File: src/rtl/ekf_pkg.sv
// Shared definitions for the EKF stage scheduler: stage and response codes,
// scheduler state encoding, sizing constants and the request legality rule.
package ekf_pkg;

   localparam int ROW_LEN    = 10;
   localparam int FIFO_DEPTH = 4;
   localparam int PULSE_LEN  = 2;
   localparam int TIMEOUT    = 1023;
   localparam int TO_W       = 12;
   localparam int MAX_LM     = 1000;

   typedef enum logic [2:0] {
      STG_IDLE  = 3'b000,
      STG_PRD   = 3'b001,
      STG_NEW   = 3'b010,
      STG_UPD   = 3'b011,
      STG_ASSOC = 3'b100
   } stage_e;

   typedef enum logic [1:0] {
      ERR_OK      = 2'b00,
      ERR_ILLEGAL = 2'b01,
      ERR_TIMEOUT = 2'b10
   } rsp_err_e;

   typedef enum logic [2:0] {
      S_IDLE  = 3'd0,
      S_CHECK = 3'd1,
      S_ISSUE = 3'd2,
      S_WAIT  = 3'd3,
      S_RESP  = 3'd4
   } sched_state_e;

   // NEW may only append at the end of the map, and only while there is room.
   function automatic logic stage_legal(input logic [2:0]         stage,
                                        input logic [ROW_LEN-1:0] lk,
                                        input logic [ROW_LEN-1:0] lm);
      case (stage)
         STG_PRD:            return 1'b1;
         STG_NEW:            return (lk == lm) && (lm < ROW_LEN'(MAX_LM));
         STG_UPD, STG_ASSOC: return lk < lm;
         default:            return 1'b0;
      endcase
   endfunction

endpackage

File: src/rtl/ekf_stage_sched_if.sv
// Host request/response, landmark load and core-side signals of the stage scheduler.
interface ekf_stage_sched_if;
   import ekf_pkg::*;

   logic               req_val;
   logic [2:0]         req_stage;
   logic [ROW_LEN-1:0] req_lk;
   logic               req_rdy;
   logic               lm_load;
   logic [ROW_LEN-1:0] lm_init;
   logic [2:0]         stage_val;
   logic [ROW_LEN-1:0] l_k;
   logic [ROW_LEN-1:0] landmark_num;
   logic               core_done;
   logic               rsp_val;
   logic [2:0]         rsp_stage;
   logic [1:0]         rsp_err;
   logic               busy;

   modport master (
      output req_val, req_stage, req_lk, lm_load, lm_init, core_done,
      input  req_rdy, stage_val, l_k, landmark_num, rsp_val, rsp_stage, rsp_err, busy
   );

   modport slave (
      input  req_val, req_stage, req_lk, lm_load, lm_init, core_done,
      output req_rdy, stage_val, l_k, landmark_num, rsp_val, rsp_stage, rsp_err, busy
   );

endinterface

File: src/rtl/ekf_stage_fifo.sv
// Request queue: synchronous FIFO, power-of-two depth, pointers wrap naturally.
module ekf_stage_fifo
   import ekf_pkg::*;
#(
   parameter  int WIDTH = 3 + ROW_LEN,
   parameter  int DEPTH = FIFO_DEPTH,
   localparam int AW    = $clog2(DEPTH),
   localparam int CNT_W = AW + 1
) (
   input  logic             clk,
   input  logic             sys_rst,
   input  logic             push,
   input  logic             pop,
   input  logic [WIDTH-1:0] wdata,
   output logic [WIDTH-1:0] rdata,
   output logic             full,
   output logic             empty,
   output logic [CNT_W-1:0] count
);

   logic [WIDTH-1:0] mem [DEPTH];
   logic [AW-1:0]    wr_ptr;
   logic [AW-1:0]    rd_ptr;
   logic             do_push;
   logic             do_pop;

   assign full    = (count == CNT_W'(DEPTH));
   assign empty   = (count == '0);
   assign do_push = push && !full;
   assign do_pop  = pop && !empty;
   assign rdata   = mem[rd_ptr];

   always_ff @(posedge clk or posedge sys_rst) begin
      if (sys_rst) begin
         for (int i = 0; i < DEPTH; i++) mem[i] <= '0;
         wr_ptr <= '0;
         rd_ptr <= '0;
         count  <= '0;
      end else begin
         if (do_push) begin
            mem[wr_ptr] <= wdata;
            wr_ptr      <= wr_ptr + 1'b1;
         end
         if (do_pop) rd_ptr <= rd_ptr + 1'b1;
         count <= count + CNT_W'(do_push) - CNT_W'(do_pop);
      end
   end

endmodule

File: src/rtl/ekf_stage_sched.sv
// Stage scheduler in front of the EKF-SLAM core: queues host requests, checks them
// against the owned landmark count, pulses stage_val, waits for done or timeout.
//
//   state   | meaning
//   --------+-------------------------------------------------------------
//   S_IDLE  | pop queue head if any, else accept landmark count load
//   S_CHECK | latch l_k, decide legality of held request
//   S_ISSUE | drive stage_val for PULSE_LEN cycles
//   S_WAIT  | wait for core_done, bounded by TIMEOUT
//   S_RESP  | one-cycle response strobe, bump landmark count on good NEW
module ekf_stage_sched
   import ekf_pkg::*;
(
   input logic                clk,
   input logic                sys_rst,
   ekf_stage_sched_if.slave   bus
);

   localparam int CNT_W = $clog2(FIFO_DEPTH) + 1;

   sched_state_e       state, state_nxt;
   logic [2:0]         hold_stage;
   logic [ROW_LEN-1:0] hold_lk;
   logic [ROW_LEN-1:0] lm;
   logic [ROW_LEN-1:0] lk_q;
   logic [TO_W-1:0]    tmr;
   logic [1:0]         err_q;
   logic               pop;
   logic               legal;
   logic [ROW_LEN+2:0] fifo_rdata;
   logic               fifo_full;
   logic               fifo_empty;
   logic [CNT_W-1:0]   fifo_count;

   ekf_stage_fifo u_fifo (
      .clk     (clk),
      .sys_rst (sys_rst),
      .push    (bus.req_val && bus.req_rdy),
      .pop     (pop),
      .wdata   ({bus.req_stage, bus.req_lk}),
      .rdata   (fifo_rdata),
      .full    (fifo_full),
      .empty   (fifo_empty),
      .count   (fifo_count)
   );

   assign legal = stage_legal(hold_stage, hold_lk, lm);

   always_ff @(posedge clk or posedge sys_rst) begin
      if (sys_rst) state <= S_IDLE;
      else         state <= state_nxt;
   end

   always_comb begin
      state_nxt = state;
      pop       = 1'b0;
      case (state)
         S_IDLE: begin
            if (!fifo_empty) begin
               pop       = 1'b1;
               state_nxt = S_CHECK;
            end
         end
         S_CHECK: state_nxt = legal ? S_ISSUE : S_RESP;
         S_ISSUE: if (tmr == '0) state_nxt = S_WAIT;
         S_WAIT:  if (bus.core_done || tmr == '0) state_nxt = S_RESP;
         S_RESP:  state_nxt = S_IDLE;
         default: state_nxt = S_IDLE;
      endcase
   end

   // One down-counter serves both the issue pulse and the wait timeout.
   always_ff @(posedge clk or posedge sys_rst) begin
      if (sys_rst) begin
         hold_stage <= '0;
         hold_lk    <= '0;
         lm         <= '0;
         lk_q       <= '0;
         tmr        <= '0;
         err_q      <= ERR_OK;
      end else begin
         case (state)
            S_IDLE: begin
               if (!fifo_empty)      {hold_stage, hold_lk} <= fifo_rdata;
               else if (bus.lm_load) lm <= bus.lm_init;
            end
            S_CHECK: begin
               lk_q  <= hold_lk;
               tmr   <= TO_W'(PULSE_LEN - 1);
               err_q <= legal ? ERR_OK : ERR_ILLEGAL;
            end
            S_ISSUE: begin
               if (tmr == '0) tmr <= TO_W'(TIMEOUT);
               else           tmr <= tmr - 1'b1;
            end
            S_WAIT: begin
               if (bus.core_done)   err_q <= ERR_OK;
               else if (tmr == '0)  err_q <= ERR_TIMEOUT;
               else                 tmr   <= tmr - 1'b1;
            end
            S_RESP: begin
               if (err_q == ERR_OK && hold_stage == STG_NEW && lm < ROW_LEN'(MAX_LM))
                  lm <= lm + 1'b1;
            end
            default: ;
         endcase
      end
   end

   assign bus.req_rdy      = !fifo_full;
   assign bus.stage_val    = (state == S_ISSUE) ? hold_stage : 3'b000;
   assign bus.l_k          = lk_q;
   assign bus.landmark_num = lm;
   assign bus.rsp_val      = (state == S_RESP);
   assign bus.rsp_stage    = (state == S_RESP) ? hold_stage : 3'b000;
   assign bus.rsp_err      = (state == S_RESP) ? err_q : 2'b00;
   assign bus.busy         = (state != S_IDLE) || (fifo_count != '0);

endmodule

File: src/flat_wrapper.sv
// flat-port wrapper written by rule: the top's interface ports become plain ports
module ekf_stage_sched_flat import ekf_pkg::*;
  (clk, sys_rst, bus_req_val, bus_req_stage, bus_req_lk, bus_lm_load, bus_lm_init, bus_core_done, bus_req_rdy, bus_stage_val, bus_l_k, bus_landmark_num, bus_rsp_val, bus_rsp_stage, bus_rsp_err, bus_busy);
  ekf_stage_sched_if bus_i ();
  input logic clk;
  input logic sys_rst;
  input wire logic [$bits(bus_i.req_val)-1:0] bus_req_val;
  input wire logic [$bits(bus_i.req_stage)-1:0] bus_req_stage;
  input wire logic [$bits(bus_i.req_lk)-1:0] bus_req_lk;
  input wire logic [$bits(bus_i.lm_load)-1:0] bus_lm_load;
  input wire logic [$bits(bus_i.lm_init)-1:0] bus_lm_init;
  input wire logic [$bits(bus_i.core_done)-1:0] bus_core_done;
  output wire logic [$bits(bus_i.req_rdy)-1:0] bus_req_rdy;
  output wire logic [$bits(bus_i.stage_val)-1:0] bus_stage_val;
  output wire logic [$bits(bus_i.l_k)-1:0] bus_l_k;
  output wire logic [$bits(bus_i.landmark_num)-1:0] bus_landmark_num;
  output wire logic [$bits(bus_i.rsp_val)-1:0] bus_rsp_val;
  output wire logic [$bits(bus_i.rsp_stage)-1:0] bus_rsp_stage;
  output wire logic [$bits(bus_i.rsp_err)-1:0] bus_rsp_err;
  output wire logic [$bits(bus_i.busy)-1:0] bus_busy;
  assign bus_i.req_val = bus_req_val;
  assign bus_i.req_stage = bus_req_stage;
  assign bus_i.req_lk = bus_req_lk;
  assign bus_i.lm_load = bus_lm_load;
  assign bus_i.lm_init = bus_lm_init;
  assign bus_i.core_done = bus_core_done;
  assign bus_req_rdy = bus_i.req_rdy;
  assign bus_stage_val = bus_i.stage_val;
  assign bus_l_k = bus_i.l_k;
  assign bus_landmark_num = bus_i.landmark_num;
  assign bus_rsp_val = bus_i.rsp_val;
  assign bus_rsp_stage = bus_i.rsp_stage;
  assign bus_rsp_err = bus_i.rsp_err;
  assign bus_busy = bus_i.busy;
  ekf_stage_sched u_core (.clk(clk), .sys_rst(sys_rst), .bus(bus_i));
endmodule
File: config.mk
export PLATFORM = sky130hd
export DESIGN_NAME = ekf_stage_sched_flat
export DESIGN_NICKNAME = d
export VERILOG_FILES = /design/src/rtl/ekf_pkg.sv /design/src/rtl/ekf_stage_sched_if.sv /design/src/rtl/ekf_stage_fifo.sv /design/src/rtl/ekf_stage_sched.sv /design/src/flat_wrapper.sv
export SDC_FILE = /design/constraint.sdc
export NUM_CORES = 1
export LEC_CHECK = 0
export CAP_MARGIN = 40
export CORE_ASPECT_RATIO = 1.5
export CORE_MARGIN = 2
export CORE_UTILIZATION = 50
export CTS_CLUSTER_DIAMETER = 40
export DETAILED_ROUTE_END_ITERATION = 6
export PLACE_DENSITY = 0.74
export RECOVER_POWER = 100
export SETUP_SLACK_MARGIN = 0.3
export SYNTH_ARGS = -nofsm -noshare
export SYNTH_HDL_FRONTEND = slang
export SYNTH_HIERARCHICAL = 1
export SYNTH_SLANG_ARGS = --single-unit
File: constraint.sdc
create_clock -name clk -period 7.8 [get_ports clk]
set_clock_uncertainty 0.2 [all_clocks]
set_input_delay 1.17 -clock clk [delete_from_list [all_inputs] [get_ports clk]]
set_output_delay 1.17 -clock clk [all_outputs]
set_load 0.03 [all_outputs]
==> results of run 1 <==
worst paths after layout:
| path | endpoint | slack (ps) | depth (start not counted) |
|---|---|---|---|
| setup / recovery | u_core/u_fifo/mem[18] | 3370 | 3 |
| hold / removal | u_core/u_fifo/mem[31] | 290 | 1 |
| setup reg to reg | u_core/tmr[10] | 3470 | 7 |
| hold reg to reg | u_core/u_fifo/mem[31] | 290 | 1 |
| max in group clk | u_core/tmr[10] | 3470 | 7 |
| min in group asynchronous | u_core/tmr[2] | 2120 | 3 |
registers in the layout, indices dropped and copies added (netlist names):
name,cells
u_core/u_fifo/count,3
u_core/err_q,2
u_core/state,3
u_core/hold_lk,10
u_core/u_fifo/mem,52
u_core/hold_stage,3
u_core/u_fifo/wr_ptr,2
u_core/bus.l_k,10
u_core/bus.landmark_num,10
u_core/tmr,12
u_core/u_fifo/rd_ptr,2
power groups by stage:
stage | Clock [mW] | Sequential (mW) | Combinational, mW
floorplan | 0 | 1.11 | 1.07
global placement | 0 | 1.11 | 1.35
detailed placement | 0 | 1.12 | 1.45
CTS | 0.455 | 1.11 | 1.46
global route | 0.478 | 1.14 | 1.43
finish | 0.440 | 1.09 | 1.29
area by class of cell:
type | instances | area [sq um] | area share
sequential | 109 | 2730 | 0.422
multi-input combinational | 291 | 2540 | 0.394
timing repair buffer | 65 | 631 | 0.0975
clock buffer | 11 | 243 | 0.0375
tap | 147 | 184 | 0.0284
inverter | 25 | 93.8 | 0.0145
clock inverter | 5 | 42.5 | 0.00658
per-stage QoR:
step	instance area, sq um	hold slack [ps]	instances	utilization	worst slack, ps
2_1_floorplan	5730	264	448	-	4630
3_3_place_gp	6310	274	632	0.568	4190
3_5_place_dp	6400	286	637	0.575	4120
4_1_cts	6680	305	653	0.601	3750
5_1_grt	6470	301	653	0.582	2680
6_report	6470	291	653	0.582	3370
layer usage:
metal  vias to the layer above  share of wire  track usage
met5                         -              0            0
met4                         0          0.010       0.0665
met3                        10          0.035       0.0402
met2                        89           0.52        0.344
met1                      1885           0.44        0.267
li1                       1747              -            -
placed cells by master (no fill, tap or decap), types with 6 or more instances in the layout:
cell / instances
nand3_1: 6
inv_1: 23
dfrtp_1: 109
nor2_1: 14
ha_1: 19
clkdlybuf4s50_1: 25
and3_1: 14
nor3_1: 9
nand2_1: 16
dlygate4sd3_1: 33
clkbuf_16: 9
mux2_2: 20
a21oi_1: 18
mux4_2: 13
o21ai_0: 21
clkbuf_1: 7
mux2_1: 52
a22oi_1: 8
cell families (layout without fill, tap and decap cells):
| group | count (synthesis) | count (layout) | share of synthesized area |
|---|---|---|---|
| buf+inv | 48 | 106 | 0.0503 |
| compound gates | 84 | 84 | 0.0961 |
| simple gates | 93 | 93 | 0.0981 |
| flops | 109 | 109 | 0.476 |
| mux | 89 | 89 | 0.227 |
| fa+ha+maj | 20 | 20 | 0.0450 |
| xor+xnor | 5 | 5 | 0.00765 |
==> qor.yml, run 1 <==
combPwrFrac: 0.458
timing.slew.headroom: -1.07
synth_enable_flop_cells: 0
synth_area_leaders: "dfrtp_1, mux2_4, mux4_2, ha_1, mux2_2"
finalPower_mw: 2.83
fin_crit_sh: 0.568
grt_max_degree: 60
power.switching_mw: 1.11
p_int_mw: 1.72
overflow: 0
tns_ps: 0
start_util: 0.515
vias: 3731
drt_iter0_markers: 166
routed_wl_mm: 11.5
cp_slowest_stage_delay_ps: 2170
violations: "max-capacitance violations, max-slew violations"
numPortBuffers: 58
cp_top_family: "buffers and inverters"
power_per_cell_area_nw_per_um2: 437
maxSlewViolCount: 134
async_flop_share: 1.00
core_area_sq_um: 11100
path_buf_inv: 3
fp.dieH_microns: 135
place.gp.congestion: 0.840
grt_pass1_wl_mm: 20.2
cts_buffers: 9
htreeDepth: 3
finalNetCount: 549
ant_nets: 0
peakVddDrop_v: 0.000163
criticalPathCategory: "primary input to async pin"
grt_usage: 0.204
netlist_area_sq_um: 5730
yosys.cell_count.top_type: "dfrtp_1"
cts_resized: 0
antenna_found_initial: 0
p_seq_frac: 0.387
cts_tree: "yes"
fin_crit_ps: 4430
tightest_slew_ps: 3100
dp_hpwl_mm: 8.20
finalHoldViolations: 0
switching_share: 0.393
cts_setup_buffers: 0
cp-startpoint: "sys_rst"
setup.worst_path.start_class: "primary input"
row_count: 47
drc: 0
netlist_top_cells_count: "dfrtp_1, mux2_4, inv_1, mux2_2, ha_1"
dieArea_sq_um: 12300
clk_latency_ps: 350
clkPwrFrac: 0.156
layout-drive-gt1-share: 0.125
synthToLayoutAreaGrowth_pct: 12.9
via_per_inst: 5.71
reg2reg_from: "u_core/tmr[0]"
max_cap_viol_count: 3
leakagePower_nw: 2.84
setup_viol: 0
crit_required_ps: 7370
ys_seq_area_frac: 0.476
cp_cell_sequence: "dlygate4sd3_1 > clkinv_1 > clkbuf_1"
drt_pre_antenna_iters: 4
cts.sinks: 109
fillers: 902
syn_nets: 496
fmax_mhz: 226
synth.distinct_cells: 62
antenna_cells: 0
synth_ff_type: "dfrtp_1"
end_kind: "async pin"
cts_root_buf: "clkbuf_16"
min_path_type: "flop to flop"
clk_pin_slew_ps: 70
slowest_stage: "clkbuf_1"
rsz0062_at_grt: "false"
yosys.area.top_type: "dfrtp_1"
critPathArrivalTime_ps: 4000
cts_hold_buf: 0
io_pins: 59
die_w_microns: 91.4
yosys.area.top_type_share: 0.476
grt_pass1_vias: 3912
ys_seq_elements: 109
synth_area_per_cell_sq_um: 12.8
wl_per_cell_microns: 17.7
outcome: "finished with violations"
min_from: "u_core/u_fifo/mem[31]"
yosysWarnings: 6
path_max_fanout: 59
cts_max_path_buffers: 2
postSynthCellCount: 448
No activity file was read; power rests on OpenSTA's default activity.
==> inputs of run 2 (changes only) <==
--- a/config.mk
+++ b/config.mk
@@ -11,7 +11,7 @@
 export CORE_UTILIZATION = 50
 export CTS_CLUSTER_DIAMETER = 40
 export DETAILED_ROUTE_END_ITERATION = 6
-export PLACE_DENSITY = 0.74
+export PLACE_DENSITY = 0.76
 export RECOVER_POWER = 100
 export SETUP_SLACK_MARGIN = 0.3
 export SYNTH_ARGS = -nofsm -noshare
==> constraint.sdc (replaced) <==
create_clock -name clk -period 4 [get_ports clk]
set_clock_uncertainty 0.2 [all_clocks]
set_input_delay 0.6 -clock clk [delete_from_list [all_inputs] [get_ports clk]]
set_output_delay 0.6 -clock clk [all_outputs]
set_load 0.03 [all_outputs]
==> run 2 against run 1 <==
  * The run now ends clean
  * Routed wire length hardly changed
  * Sequential cell count stayed put
  * First-iteration DRC count is 31% higher
  * Largest cell class unchanged
  * Combinational power is 97% higher
  * Sequential power is 95% higher
  * Design area is 0.33% higher
  * Non-clock buffer count stayed put
  * Critical path type is now flop to primary output
  * Global-route usage is 0.39 points lower
  * Setup slack worse by 2700 ps
==> qor.yml, run 2 (same netlist as run 1, synthesis figures left out) <==
outcome: "finished, final reports clean"
finalHoldViolations: 0  # unchanged
routed_wl_mm: 11.5  # about the same
htreeDepth: 3  # unchanged
drc: 0  # unchanged
tns_ps: 0  # unchanged
multi_input_area_sq_um: 2560  # +0.64%
fp.dieH_microns: 135  # unchanged
clk_pin_slew_ps: 70  # about the same
clk_latency_ps: 350  # about the same
synthToLayoutAreaGrowth_pct: 13.3
max_flop_register: "u_core/u_fifo/mem"
mostFrequentLayoutCells: "dfrtp_1, mux2_1, dlygate4sd3_1, clkdlybuf4s50_1, inv_1"
peakVddDrop_v: 0.000418  # +160%
largest_reg_flops: 52  # unchanged
setup_viol: 0  # unchanged
cts_resized: 0  # unchanged
final_area_sq_um: 6490  # +0.33%
combPwrFrac: 0.460  # +0.002
antenna_found_initial: 0  # unchanged
top_regs: "u_core/u_fifo/mem (52), u_core/tmr (12)"
setup.worst_path.start_class: "flop"
cp_cell_sequence: "nor2_1 > nand2_1 > nor2_1 > dlygate4sd3_1"
grt_usage: 0.201  # -0.00386
tightest_slew_ps: 1440  # -1660 ps
cpMostUsedCell: "nor2_1"
rsz0062_at_grt: "false"
cp-startpoint: "u_core/state[1]"
final_common_cell: "dfrtp_1"
min_from: "u_core/u_fifo/mem[25]"
ant_nets: 0  # unchanged
cts_setup_buffers: 0  # unchanged
fin_crit_sh: 0.823
fmax_mhz: 304
overflow: 0  # unchanged
grt_max_degree: 40  # -33%
io_pins: 59  # unchanged
wl_per_cell_microns: 17.7  # about the same
antenna_cells: 0  # unchanged
cts_root_buf: "clkbuf_16"
reg2reg_slack_ps: 800  # -2670 ps
cp_slowest_stage_delay_ps: 750  # -1420 ps
dpl-instance-area_sq_um: 6390  # -0.12%
die_w_microns: 91.4  # unchanged
critPathArrivalTime_ps: 2490  # -1510 ps
switching_share: 0.394  # +0.00106
reg2reg_from: "u_core/state[1]"
grt_pass1_wl_mm: 19.6  # -3.0%
seq_area_sq_um: 2730  # unchanged
finalNetCount: 549  # unchanged
cts_tree: "yes"
row_count: 47  # unchanged
leakagePower_nw: 2.85  # +0.38%
place.gp.congestion: 0.860  # +2.3%
criticalPathCategory: "flop to primary output"
end_kind: "primary output"
p_int_mw: 3.34  # +95%
drt_iter0_markers: 218  # +31%
p_seq_frac: 0.386  # about the same
slowest_stage: "dlygate4sd3_1"
crit_required_ps: 3200  # -4170 ps
fillers: 869  # -3.7%
fin_crit_ps: 3290
layout-drive-gt1-share: 0.128  # +0.00395
vias: 3734  # +0.080%
fin_ws_ps: 708  # -2660 ps
clkPwrFrac: 0.154  # -0.002
dieArea_sq_um: 12300  # unchanged
grt_pass1_vias: 3854  # -1.5%
power.switching_mw: 2.18  # +96%
cts_max_path_buffers: 2  # unchanged
cts_buffers: 9  # unchanged
power_per_cell_area_nw_per_um2: 851  # +95%
cts.sinks: 109  # unchanged
max_cap_viol_count: 0  # -3
min_path_type: "flop to flop"
core_area_sq_um: 11100  # unchanged
whs_ps: 283  # -8.49 ps
start_util: 0.515  # unchanged
maxSlewViolCount: 0  # -100%
path_max_fanout: 13  # -78%
drt_pre_antenna_iters: 4  # unchanged
via_per_inst: 5.72  # about the same
timing.slew.headroom: 0.0395  # +1.11
numPortBuffers: 58  # unchanged
finalPower_mw: 5.52  # +95%
dp_hpwl_mm: 8.46  # +3.1%
place_ws_ps: 918  # -3210 ps
cts_hold_buf: 0  # unchanged
==> run 2: layout make-up <==
type	instances	share of cell area
clock buffers	10	0.0368
clock inverters	6	0.00733
inverters	25	0.0145
multi-input cells	291	0.395
flip-flops and latches	109	0.420
well taps	147	0.0284
repair buffers	65	0.0978
==> run 2: power groups by stage <==
stage,Combinational [mW],Sequential (mW),Clock (mW)
4_1_cts,2.85,2.15,0.869
5_1_grt,2.79,2.22,0.921
6_report,2.54,2.13,0.853
3_3_place_gp,2.63,2.16,0
3_5_place_dp,2.82,2.17,0
2_1_floorplan,2.09,2.16,0
==> run 2: metal layers <==
layer / track usage / share of wire / vias to the layer above
met1: 0.254 / 0.42 / 1879
li1: - / - / 1751
met4: 0.0833 / 0.018 / 0
met2: 0.346 / 0.53 / 92
met5: 0 / 0 / -
met3: 0.0285 / 0.037 / 12
==> run 2: metrics by stage <==
| step | cells | utilization |
|---|---|---|
| global route | 653 | 0.584 |
| detailed placement | 637 | 0.575 |
| floorplan | 448 | - |
| finish | 653 | 0.584 |
| CTS | 653 | 0.601 |
| global placement | 633 | 0.569 |
==> run 2: final timing paths <==
kind | endpoint | cells past startpoint
min reg2reg | u_core/u_fifo/mem[25] | 1
max reg2reg | u_core/bus.landmark_num[8] | 7
max | bus_rsp_err[0] | 4
min | u_core/u_fifo/mem[25] | 1
max in group asynchronous | u_core/tmr[6] | 3
min in group asynchronous | u_core/u_fifo/count[2] | 2
==> run 2: critical path: cells and delay by family, from the launching register on <==
family        cells  cell delay, ps
buf+inv           1             750
simple gates      3             850
flops             1             540
==> inputs of run 3 (changes only) <==
==> constraint.sdc (replaced) <==
create_clock -name clk -period 2.9 [get_ports clk]
set_clock_uncertainty 0.2 [all_clocks]
set_input_delay 0.435 -clock clk [delete_from_list [all_inputs] [get_ports clk]]
set_output_delay 0.435 -clock clk [all_outputs]
set_load 0.03 [all_outputs]
==> run 3 against run 2 <==
  * Sequential share of layout area down 0.086 points
  * Clock-buffer cell count up 5
  * Register-to-register slack worse by 590 ps
  * Non-clock buffer count up 7
  * Via count up 2.3%
  * Die area unchanged
  * Clock power up 42%
  * Total power up 40%
  * Routed wire length up 1.8%
  * First-iteration DRC count down 21%
  * Global-route usage up 0.33 points
  * Cell count up 1.1%
==> qor.yml, run 3 (same netlist as run 1, synthesis figures left out) <==
outcome: "finished, final reports clean"
via_per_inst: 5.79  # +1.2%
overflow: 0  # unchanged
layout-drive-gt1-share: 0.140  # +0.0119
route.met3.wl_microns: 418  # -2.3%
dpl-instance-area_sq_um: 6430  # +0.65%
end_kind: "primary output"
fmax_mhz: 369
timing.slew.headroom: 0.175  # +0.135
htreeDepth: 3  # unchanged
start_util: 0.515  # unchanged
maxSlewViolCount: 0  # unchanged
whs_ps: 290  # +7.49 ps
finalHoldViolations: 0  # unchanged
dp_hpwl_mm: 8.55  # +1.1%
final_area_sq_um: 6500  # +0.25%
grt_usage: 0.204  # +0.00330
hold_depth: 1  # unchanged
tns_ps: 0  # unchanged
cts_max_path_buffers: 2  # unchanged
min_path_type: "flop to flop"
leakagePower_nw: 2.89  # +1.1%
dr_wl_met2_mm: 6.30  # +3.1%
drt_iter0_markers: 173  # -21%
clk_latency_ps: 340  # about the same
rsz0062_at_grt: "true"
setup_viol: 0  # unchanged
numPortBuffers: 58  # unchanged
core_area_sq_um: 11100  # unchanged
fp.dieH_microns: 135  # unchanged
largest_reg_flops: 52  # unchanged
criticalPathCategory: "flop to primary output"
reg2reg_from: "u_core/u_fifo/count[1]"
die_w_microns: 91.4  # unchanged
cp_slowest_stage_delay_ps: 730  # -20 ps
clk_pin_slew_ps: 70  # about the same
tightest_slew_ps: 1240  # -202 ps
cts_hold_buf: 0  # unchanged
critPathArrivalTime_ps: 2070  # -420 ps
mostFrequentLayoutCells: "dfrtp_1, mux2_1, clkdlybuf4s50_1, inv_1, dlygate4sd3_1"
power_per_cell_area_nw_per_um2: 1190  # +39%
vias: 3821  # +2.3%
fillers: 928  # +6.8%
met1_length_mm: 4.77  # -0.58%
drc: 0  # unchanged
place_ws_ps: 22.0  # -896 ps
dieArea_sq_um: 12300  # unchanged
reg2reg_slack_ps: 210  # -590 ps
antenna_cells: 0  # unchanged
wl_per_cell_microns: 17.8  # +0.75%
fin_ws_ps: 191  # -517 ps
finalNetCount: 556  # +1.3%
max_flop_register: "u_core/u_fifo/mem"
max_cap_viol_count: 0  # unchanged
setup.worst_path.start_class: "flop"
cts.sinks: 109  # unchanged
path_max_fanout: 12  # -1
multi_input_area_sq_um: 2580  # +0.73%
finalPower_mw: 7.72  # +40%
min_from: "u_core/u_fifo/mem[34]"
routed_wl_mm: 11.8  # +1.8%
drt_pre_antenna_iters: 4  # unchanged
grt_pass1_vias: 4042  # +4.9%
cts_tree: "yes"
ant_nets: 0  # unchanged
reg2reg_depth: 10  # +3
top_regs: "u_core/u_fifo/mem (52), u_core/tmr (12)"
cp_cell_sequence: "nor2_1 > and3_1 > dlygate4sd3_1"
seq_area_sq_um: 2730  # about the same
cts_root_buf: "clkbuf_16"
row_count: 47  # unchanged
io_pins: 59  # unchanged
grt_pass1_wl_mm: 20.1  # +2.7%
synthToLayoutAreaGrowth_pct: 13.6
final_common_cell: "dfrtp_1"
crit_required_ps: 2270  # -930 ps
antenna_found_initial: 0  # unchanged
grt_max_degree: 51  # +28%
hold_end: "u_core/u_fifo/mem[34]"
cts_buffers: 9  # unchanged
highest_layer: "met4"
place.gp.congestion: 0.846  # -1.6%
fin_crit_sh: 0.934
slowest_stage: "dlygate4sd3_1"
peakVddDrop_v: 0.000422  # +0.92%
timing.rr.end: "u_core/u_fifo/count[2]"
fin_crit_ps: 2710
## run 3: worst max path at each step
stage                            from                     end  slack, ps  cells past startpoint
2_1_floorplan         u_core/state[1]  u_core/u_fifo/count[2]        340                     10
3_3_place_gp              bus_req_val  u_core/u_fifo/count[2]        160                      9
3_5_place_dp              bus_req_val  u_core/u_fifo/count[2]         20                      9
4_1_cts        u_core/u_fifo/count[2]  u_core/u_fifo/count[2]        270                     10
5_1_grt               u_core/state[1]  u_core/u_fifo/count[2]        100                      8
6_report              u_core/state[1]        bus_rsp_stage[0]        190                      3
## run 3: routing by layer
layer,global-route usage,up-vias
met4,0.0774,0
li1,-,1766
met3,0.0352,24
met2,0.360,94
met1,0.248,1937
met5,0,-
## run 3: area by class of cell
| cell class | count | share of cell area |
|---|---|---|
| Inverter | 25 | 0.0144 |
| Timing Repair Buffer | 72 | 0.0968 |
| Clock inverter | 1 | 0.00462 |
| Sequential cell | 109 | 0.420 |
| Multi-Input combinational cell | 291 | 0.397 |
| Clock buffer | 15 | 0.0396 |
| Tap cell | 147 | 0.0283 |
## run 3: timing repair
action                                  4_1_cts  5_1_grt
gates resized for setup                      10        9
setup buffers                                 0        0
pin swaps                                     0        0
endpoints found under the setup margin       12       11
## run 3: power breakdown
part / internal [mW] / switching, mW / leakage (nW)
combinational: 1.74 / 1.83 / 1.44
clock: 0.696 / 0.509 / 0.138
sequential: 2.28 / 0.655 / 1.31
## run 3: metrics by stage
| step | util | std cells |
|---|---|---|
| floorplan | - | 448 |
| global placement | 0.579 | 644 |
| detailed placement | 0.579 | 644 |
| CTS | 0.605 | 660 |
| global route | 0.585 | 660 |
| finish | 0.585 | 660 |
## run 3: critical path: cells and delay by family (launching register included)
family | cells | cell delay [ps]
buffers and inverters | 1 | 730
DFF | 1 | 510
and+or+nand+nor | 2 | 490
==> edit: new RTL, settings of run 2 <==
Make the reset (`sys_rst`) synchronous in 3 clocked blocks.
--- a/src/rtl/ekf_stage_fifo.sv
+++ b/src/rtl/ekf_stage_fifo.sv
@@ -30,7 +30,7 @@
    assign do_pop  = pop && !empty;
    assign rdata   = mem[rd_ptr];
 
-   always_ff @(posedge clk or posedge sys_rst) begin
+   always_ff @(posedge clk) begin
       if (sys_rst) begin
          for (int i = 0; i < DEPTH; i++) mem[i] <= '0;
          wr_ptr <= '0;
--- a/src/rtl/ekf_stage_sched.sv
+++ b/src/rtl/ekf_stage_sched.sv
@@ -46,7 +46,7 @@
 
    assign legal = stage_legal(hold_stage, hold_lk, lm);
 
-   always_ff @(posedge clk or posedge sys_rst) begin
+   always_ff @(posedge clk) begin
       if (sys_rst) state <= S_IDLE;
       else         state <= state_nxt;
    end
@@ -70,7 +70,7 @@
    end
 
    // One down-counter serves both the issue pulse and the wait timeout.
-   always_ff @(posedge clk or posedge sys_rst) begin
+   always_ff @(posedge clk) begin
       if (sys_rst) begin
          hold_stage <= '0;
          hold_lk    <= '0;
Function: differs if sys_rst is asserted again (counterexample within 4 cycles, from zero or initial values and one cycle with sys_rst high); with sys_rst held inactive, the same outputs for 10 cycles.
==> edit against run 2 <==
Sequential cell count increased by 2; global-route usage is essentially flat; highest routed layer unchanged; count of clock-buffer cells in the layout unchanged; the flow now finishes with violations (max-capacitance violations, max-slew violations); via count rose by 8.9%; largest power group unchanged; routed wire length is 2.9% lower; cell area decreased by 1.9%; area after synthesis down 5.0%; non-clock buffer count increased by 6; critical endpoint unchanged; setup slack worse by 0.27 ns; clock power fell by 4.9%; power is 21% lower; sequential power fell by 21%.
==> edit: results (changes against run 2) <==
Yosys
  – Syn_nets: 583 (+18%)
  – Multiplexer area fraction after synthesis: 0.0577 (-0.169)
  – Sequential cell area fraction in the yosys report: 0.504 (+0.0277)
  – Top post-synthesis cells by area: edfxtp_1, dfxtp_1, and2_1
  – Top FF cell, synth: dfxtp_1
  – Synth unique cells: 55 (-11%)
  – Post-Synth XOR/XNOR Area: 0.00966 (+0.00201)
  – Async SR Flop Fraction: 0 (-1.00)
  – Synth Area in Compound Gates: 0.120 (+0.0241)
  – Adder-cell share of the synthesized area: 0.0359 (-0.00914)
  – Synth top cells by count: nand2_1, dfxtp_1, and2_1

GRT
  – Met2 Usage GRT: 0.356 (+0.0108)
  – Routing usage on met3: 0.0401 (+0.0116)
  – Largest net degree at the start of global routing: 64 (+60%)
  – Gr usage total: 0.200 (-0.000370)

Detailed routing
  – Met1 wire length: 4.45 mm (-7.2%)
  – Router iterations before antenna repair: 5 (+1)
  – Met3 wire length: 411 um (-4.0%)
  – DRT iter0 DRCs: 207 (-5.0%)
  – Vias: 4065 (+8.9%)
  – Post-Route WL: 11.2 mm (-2.9%)

Worst setup path
  – Worst r2r dst: u_core/u_fifo/mem[0][10]
  – R2r setup slk: 0.75 ns (-0.05 ns)
  – Reg2Reg Depth: 6 (-1)
  – Cell family with most CP delay: buffers and inverters

Outcome
  – Status: finished with violations
  – Failing checks: max-capacitance violations, max-slew violations

Placement
  – GP Congestion: 0.863 (+0.44%)
  – Cell Area, Placed: 6200 sq um (-3.0%)
  – Inst Count DP: 728 (+14%)
  – Post-detail-place hpwl: 7.91 mm (-6.5%)

Power and ir drop
  – Leakage Power: 2.38 nW (-16%)
  – Max VDD drop: 0.250 mV (-40%)
  – Switching Share: 0.391 (-0.00313)
  – Net Sw Power: 0.00171 W (-22%)
  – Comb pwr share: 0.427 (-0.033)

Hold path
  – Hold depth: 2 (+1)
  – Hold_sp: u_core/bus.l_k[3]
  – Worst hold endpoint: u_core/bus.l_k[3]

Flow run
  – Max_cap viols: 1 (+1)

STA
  – WHS: 0.255 ns (-0.0274 ns)
  – Final slew viol count: 15 (+15)

Layout
  – Fraction of layout cells with a size suffix above 1: 0.0717 (-0.0568)
## edit: area by class of cell
cell class	instances	area [sq um]	area share
sequential	111	2740	0.431
multi-input combinational	373	2410	0.379
timing repair buffer	71	654	0.103
clock buffer	10	229	0.0360
tap	144	180	0.0283
inverter	29	109	0.0171
clock inverter	6	36.3	0.00570
## edit: how the worst max path moves through the flow
stage | start | depth (start not counted) | slack (ns) | endpoint
after floorplan | u_core/u_fifo/count[1] | 14 | 1.17 | u_core/u_fifo/count[2]
after global placement | u_core/state[1] | 5 | 0.99 | bus_rsp_err[1]
after detailed placement | u_core/state[1] | 5 | 0.91 | bus_rsp_err[0]
after CTS | u_core/state[1] | 5 | 0.51 | bus_rsp_err[0]
after global routing | u_core/state[1] | 5 | 0.24 | bus_rsp_stage[0]
final | u_core/state[1] | 5 | 0.44 | bus_rsp_err[0]
## edit: tightest hold or removal path, stage by stage, from the launching register on
cell,delay (ns)
dfxtp_1,0.31
nand2_1,0.05
a21oi_1,0.05
